**src/rtl/cv_tx_arbiter.sv**
```systemverilog
// Round-robin, packet-locked sharing of one UART TX channel among N_REQ byte requesters.
// Launch and ACK appear one cycle after VLD&TX_RDY_R; requesters are held off simply by withholding ACK.
module cv_tx_arbiter #(
  parameter int N_REQ     = 3,
  parameter int GUARD_CYC = 4,
  parameter int TIMEOUT   = 48000
) (
  input  logic                 CLK,
  input  logic                 SYS_NRST,
  input  logic [N_REQ-1:0]     REQ_VLD,
  input  logic [8*N_REQ-1:0]   REQ_DATA,
  input  logic [N_REQ-1:0]     REQ_LAST,
  output logic [N_REQ-1:0]     REQ_ACK,
  output logic [N_REQ-1:0]     GNT,
  input  logic                 TX_RDY_R,
  output logic [7:0]           TX_DATA,
  output logic                 TX_RDY_T,
  output logic                 BUSY,
  output logic                 TO_ERR
);

  localparam int IDX_W = $clog2(N_REQ);
  localparam int TO_W  = $clog2(TIMEOUT);
  localparam int GD_W  = (GUARD_CYC > 1) ? $clog2(GUARD_CYC) : 1;

  typedef enum logic [1:0] {
    IDLE    = 2'd0,
    WAIT_TX = 2'd1,
    GUARD   = 2'd2
  } state_t;

  state_t            state_q, state_d;
  logic [IDX_W-1:0]  gidx_q, gidx_d;
  logic [IDX_W-1:0]  ptr_q, ptr_d;
  logic [TO_W-1:0]   to_cnt_q, to_cnt_d;
  logic [GD_W-1:0]   gd_cnt_q, gd_cnt_d;
  logic              eop_q, eop_d;
  logic [N_REQ-1:0]  gnt_q, gnt_d;
  logic [N_REQ-1:0]  ack_q, ack_d;
  logic [7:0]        txd_q, txd_d;
  logic              stb_q, stb_d;
  logic              busy_q, busy_d;
  logic              toerr_q, toerr_d;

  logic [7:0]        req_byte [N_REQ];
  logic              arb_hit;
  logic [IDX_W-1:0]  arb_idx;
  logic [IDX_W-1:0]  cand;

  function automatic logic [IDX_W-1:0] wrap_add(input logic [IDX_W-1:0] base, input int off);
    int s;
    s = int'(base) + off;
    if (s >= N_REQ) s = s - N_REQ;
    return IDX_W'(s);
  endfunction

  function automatic logic [N_REQ-1:0] onehot(input logic [IDX_W-1:0] idx);
    logic [N_REQ-1:0] v;
    v      = '0;
    v[idx] = 1'b1;
    return v;
  endfunction

  always_comb begin
    for (int i = 0; i < N_REQ; i++) req_byte[i] = REQ_DATA[8*i +: 8];
  end

  // Scan from the farthest offset down so the nearest requester after ptr wins.
  always_comb begin
    arb_hit = 1'b0;
    arb_idx = '0;
    cand    = '0;
    for (int off = N_REQ; off >= 1; off--) begin
      cand = wrap_add(ptr_q, off);
      if (REQ_VLD[cand]) begin
        arb_hit = 1'b1;
        arb_idx = cand;
      end
    end
  end

  always_comb begin
    state_d  = state_q;
    gidx_d   = gidx_q;
    ptr_d    = ptr_q;
    to_cnt_d = to_cnt_q;
    gd_cnt_d = gd_cnt_q;
    eop_d    = eop_q;
    gnt_d    = gnt_q;
    ack_d    = '0;
    txd_d    = txd_q;
    stb_d    = 1'b0;
    busy_d   = busy_q;
    toerr_d  = 1'b0;

    case (state_q)
      IDLE: begin
        if (arb_hit) begin
          gidx_d   = arb_idx;
          gnt_d    = onehot(arb_idx);
          busy_d   = 1'b1;
          to_cnt_d = '0;
          state_d  = WAIT_TX;
        end
      end

      WAIT_TX: begin
        if (REQ_VLD[gidx_q] && TX_RDY_R) begin
          txd_d    = req_byte[gidx_q];
          stb_d    = 1'b1;
          ack_d    = gnt_q;
          eop_d    = REQ_LAST[gidx_q];
          to_cnt_d = '0;
          gd_cnt_d = '0;
          state_d  = GUARD;
        end else if (!REQ_VLD[gidx_q]) begin
          // Only a silent requester is charged; a stalled UART is not its fault.
          if (to_cnt_q == TO_W'(TIMEOUT - 1)) begin
            toerr_d  = 1'b1;
            gnt_d    = '0;
            busy_d   = 1'b0;
            ptr_d    = gidx_q;
            to_cnt_d = '0;
            state_d  = IDLE;
          end else begin
            to_cnt_d = to_cnt_q + 1'b1;
          end
        end
      end

      GUARD: begin
        if (gd_cnt_q == GD_W'(GUARD_CYC - 1)) begin
          gd_cnt_d = '0;
          if (eop_q) begin
            gnt_d   = '0;
            busy_d  = 1'b0;
            ptr_d   = gidx_q;
            state_d = IDLE;
          end else begin
            state_d = WAIT_TX;
          end
        end else begin
          gd_cnt_d = gd_cnt_q + 1'b1;
        end
      end

      default: state_d = IDLE;
    endcase
  end

  always_ff @(posedge CLK) begin
    if (!SYS_NRST) begin
      state_q  <= IDLE;
      gidx_q   <= '0;
      ptr_q    <= IDX_W'(N_REQ - 1);
      to_cnt_q <= '0;
      gd_cnt_q <= '0;
      eop_q    <= 1'b0;
      gnt_q    <= '0;
      ack_q    <= '0;
      txd_q    <= 8'h00;
      stb_q    <= 1'b0;
      busy_q   <= 1'b0;
      toerr_q  <= 1'b0;
    end else begin
      state_q  <= state_d;
      gidx_q   <= gidx_d;
      ptr_q    <= ptr_d;
      to_cnt_q <= to_cnt_d;
      gd_cnt_q <= gd_cnt_d;
      eop_q    <= eop_d;
      gnt_q    <= gnt_d;
      ack_q    <= ack_d;
      txd_q    <= txd_d;
      stb_q    <= stb_d;
      busy_q   <= busy_d;
      toerr_q  <= toerr_d;
    end
  end

  assign REQ_ACK  = ack_q;
  assign GNT      = gnt_q;
  assign TX_DATA  = txd_q;
  assign TX_RDY_T = stb_q;
  assign BUSY     = busy_q;
  assign TO_ERR   = toerr_q;

  a_gnt_onehot:  assert property (@(posedge CLK) disable iff (!SYS_NRST) $onehot0(GNT));
  a_ack_in_gnt:  assert property (@(posedge CLK) disable iff (!SYS_NRST) (REQ_ACK & ~GNT) == '0);
  a_stb_is_ack:  assert property (@(posedge CLK) disable iff (!SYS_NRST) TX_RDY_T == (|REQ_ACK));

endmodule

```
**config.mk**
```make
export PLATFORM = sky130hd
export DESIGN_NAME = cv_tx_arbiter
export DESIGN_NICKNAME = d
export VERILOG_FILES = /design/src/rtl/cv_tx_arbiter.sv
export SDC_FILE = /design/constraint.sdc
export NUM_CORES = 1
export LEC_CHECK = 0
export BUFFER_PORTS_ARGS = -buffer_cell sky130_fd_sc_hd__buf_2
export CORE_MARGIN = 2
export CORE_UTILIZATION = 52
export CTS_CLUSTER_SIZE = 8
export DETAILED_ROUTE_END_ITERATION = 10
export PLACE_DENSITY = 0.8
export SETUP_SLACK_MARGIN = 0.2
export SYNTH_ARGS = -nofsm -noshare
export SYNTH_HDL_FRONTEND = slang
export SYNTH_SLANG_ARGS = --single-unit
```
**constraint.sdc**
```tcl
create_clock -name CLK -period 2.93 [get_ports CLK]
set_input_delay 0.4395 -clock CLK [delete_from_list [all_inputs] [get_ports CLK]]
set_output_delay 0.4395 -clock CLK [all_outputs]
set_load 0.005 [all_outputs]
```
==> summary.md <==
| Metric | Value |
|---|---|
| Post-Synth Simple-Gate Area | `24.04%` |
| Vias per inst | `5.881` |
| DP HPWL | `3838 um` |
| H-tree Lvls | `2` |
| RSZ-0062 raised after global routing | `false` |
| Tmin final | `2.483 ns` |
| Final ANT Viol Nets | `0` |
| Largest family of logic cells by synthesized area | `compound AO/OA/AOI/OAI gates` |
| Number of max-cap violations | `0` |
| Synth Register Bits | `42` |
| # rows | `24` |
| Yosys warning count | `0` |
| Sequential fraction of the synthesis area | `34.82%` |
| RR Endpoint | `to_cnt_q[0]$_SDFFE_PN0P_` |
| Post-synthesis mux area share | `7.202%` |
| Leakage | `1.186 nW` |
| Hold Path Class | `flip-flop to flip-flop` |
| FMAX | `402.8 MHz` |
| Gp weighted congestion | `0.8502` |
| Drt total wl | `5311 um` |
| Final Hold Viols | `0` |
| Placed Cells | `371` |
| Die height | `72.15 um` |
| Commonest non-fill, non-tap cell in the layout | `buf_2` |
| TritonCTS buffer count | `5` |
| CP startpoint kind | `flip-flop` |
| Netlist cell types | `54` |
| Vias in the first global route | `2,024` |
| CP arrival | `2.66 ns` |
| Post-synth EDFFs | `0` |
| Synth Area in Compound Gates | `24.20%` |
| Cell Count, Final, Fillers Out | `378` |
| Cells after Synth | `282` |
| Grt met1 use | `28.51%` |
| Drt wl/cell | `14.05 um` |
| Global router's overall resource usage | `21.41%` |
| Max VDD drop | `0.3472 mV` |
| Starting Density | `54.71%` |
| Worst Setup SP | `ptr_q[0]$_SDFFE_PN0P_` |
| Least-Margin Pin Slew | `0.6766 ns` |
| Core area | `4414 um2` |
| DR iter-0 viols | `98` |
| Final worst-path setup slack | `0.4472 ns` |
| Outcome | `complete, no violations` |
| TritonCTS clock tree | `done` |
| Synthesized area per cell | `8.563 um2` |
| Kind of critical path | `flip-flop to flip-flop` |
| Area Overhead vs Synth | `15.34%` |
| GRT Residual Overflow | `0` |
| DIE AREA | `5205 um2` |
| Asr flop ratio synth | `0%` |
| Fin nets | `368` |
| Power density over the cells | `608.6 nW/um2` |
| IO Port Bufs | `49` |
| Met3 usage | `4.861%` |
| Slew Viols, Final | `0` |
| Most area-hungry cell type in the Yosys netlist | `dfxtp_1` |
| Clock sink total | `42` |
| Setup Total Neg Slack | `0 ns` |
| Reg2reg path depth | `8` |
| Post-synthesis adder-cell area fraction | `4.663%` |
| Worst skew pair latency | `0.30 ns` |
| Final setup viols | `0` |
| Final Skew | `0.007448 ns` |
| Tcrit/Tclk final | `84.74%` |
| DP Worst Slack | `0.5077 ns` |
| Root cell of the clock tree | `clkbuf_8` |
| Total chip power | `1.695 mW` |
| XOR/XNOR Fraction of Synth Area | `0%` |
| Largest net degree at the start of global routing | `27` |
| First-pass GRT wire length | `8997 um` |
| CP Capture Type | `flip-flop` |
| Ports | `50` |
| Antenna diode count | `0` |
| Synth Flop Type | `dfxtp_1` |
| Synth Cell Area | `2415 um2` |
| Worst Path Required | `3.11 ns` |
| GRT Max-Usage Layer | `met2` |
| Synth Net Count | `324` |
| Layout cell share with drive strength beyond 1 | `23.62%` |
| Die W | `72.15 um` |
| Reg2Reg Setup Slack | `0.45 ns` |
| Reg clk slew, reported paths | `0.07 ns` |
| Via count | `2,223` |
| Critical path fanouts, max | `12` |
| Worst slew margin | `54.90%` |
| Critical R2R Launch | `ptr_q[0]$_SDFFE_PN0P_` |
| Antenna violations before repair | `0` |
| Most frequent cells in the layout | `49 x buf_2, 42 x dfxtp_1, 41 x nand2_1` |
| Setup repair bufs after CTS | `0` |
| Met2 Use GR | `34.76%` |
| Pre-Repair DR Iteration Count | `4` |
| DR DRC count | `0` |
| Crit path to | `to_cnt_q[0]$_SDFFE_PN0P_` |
| Max Buffers Root-to-Sink | `2` |
| Top post-synthesis cells by area | `dfxtp_1 35%, nand2_1 6.4%, mux2i_1 5.8%` |
| Top-area cell type share of the netlist area | `34.82%` |
logic make-up (layout without fill, tap and decap cells):
group | Yosys count | count (layout)
compound gates | 80 | 80
mux | 16 | 16
fa+ha+maj | 9 | 9
buf+inv | 25 | 69
flops | 42 | 42
simple gates | 110 | 110
repair_timing:
| item | 4_1_cts | 5_1_grt |
|---|---|---|
| endpoints found under the setup margin | 0 | 1 |
| hold buffers | 0 | 0 |
| gates resized for setup | 0 | 1 |
how the worst min path moves through the flow:
stage	start	to	cells past startpoint
5_1_grt	BUSY$_SDFFE_PN0P_	BUSY$_SDFFE_PN0P_	2
2_1_floorplan	to_cnt_q[15]$_SDFFE_PN0P_	to_cnt_q[15]$_SDFFE_PN0P_	2
3_3_place_gp	BUSY$_SDFFE_PN0P_	BUSY$_SDFFE_PN0P_	2
6_report	BUSY$_SDFFE_PN0P_	BUSY$_SDFFE_PN0P_	2
3_5_place_dp	BUSY$_SDFFE_PN0P_	BUSY$_SDFFE_PN0P_	2
4_1_cts	REQ_LAST[1]	eop_q$_SDFFE_PN0P_	3
report_power, final:
group	switching [mW]	internal, mW
clock network	0.196	0.273
registers	0.0433	0.625
logic	0.335	0.224
total	0.574	1.12
flip-flops by register name, summed over array words and instances, names as in the netlist:
register,count
gidx_q,2
TX_RDY_T,1
GNT,3
to_cnt_q,16
gd_cnt_q,2
state_q,2
TO_ERR,1
ptr_q,2
eop_q,1
BUSY,1
REQ_ACK,3
TX_DATA,8
metal layers:
metal  wire [um]  up-vias
met1        2572     1021
met3         333        7
met5           0        -
met2        2339       75
li1            -     1120
met4          65        0
layout make-up:
type	instances	area, um2
fillers	385	1629
flip-flops and latches	42	840.8
inverters	9	33.78
well taps	52	65.06
multi-input cells	215	1458
clock buffers	6	82.58
repair buffers	53	275.3
clock inverters	1	30.03
Yosys cell counts (all sizes together), types with 2 or more instances:
| library cell | number |
|---|---|
| dfxtp | 42 |
| nand2 | 41 |
| o21ai | 20 |
| nand3 | 18 |
| mux2i | 15 |
| o211ai | 14 |
| a21oi | 13 |
| nor2 | 11 |
| buf | 10 |
| ha | 9 |
| and3 | 8 |
| inv | 8 |
| o211a | 7 |
| clkbuf | 6 |
| nand2b | 6 |
| a211oi | 4 |
| a31oi | 4 |
| nand3b | 4 |
| nor3 | 4 |
| a21boi | 3 |
| a32oi | 3 |
| nand4 | 3 |
| nor2b | 3 |
| o31ai | 3 |
| or3 | 3 |
| a31o | 2 |
| and2 | 2 |
| nor3b | 2 |
| o32ai | 2 |
| o41ai | 2 |
| or2 | 2 |
worst max-delay path, stage by stage (launching register included):
cell and delay (ns):
dfxtp_1 0.38, inv_1 0.11, ha_1 0.44, or3b_1 0.42, a32oi_2 0.28, nand3_1 0.15, nand2_1 0.34, or3_1 0.17
a21oi_1 0.06
per-stage QoR:
| step | hold slack [ns] | instance area (um2) | util, % |
|---|---|---|---|
| 4_1_cts | 0.4698 | 2779 | 62.95 |
| 6_report | 0.4652 | 2785 | 63.10 |
| 5_1_grt | 0.5022 | 2785 | 63.10 |
| 3_3_place_gp | 0.4473 | 2666 | 60.40 |
| 2_1_floorplan | 0.4470 | 2415 | - |
| 3_5_place_dp | 0.4578 | 2666 | 60.40 |
No activity file was read; power rests on OpenSTA's default activity.
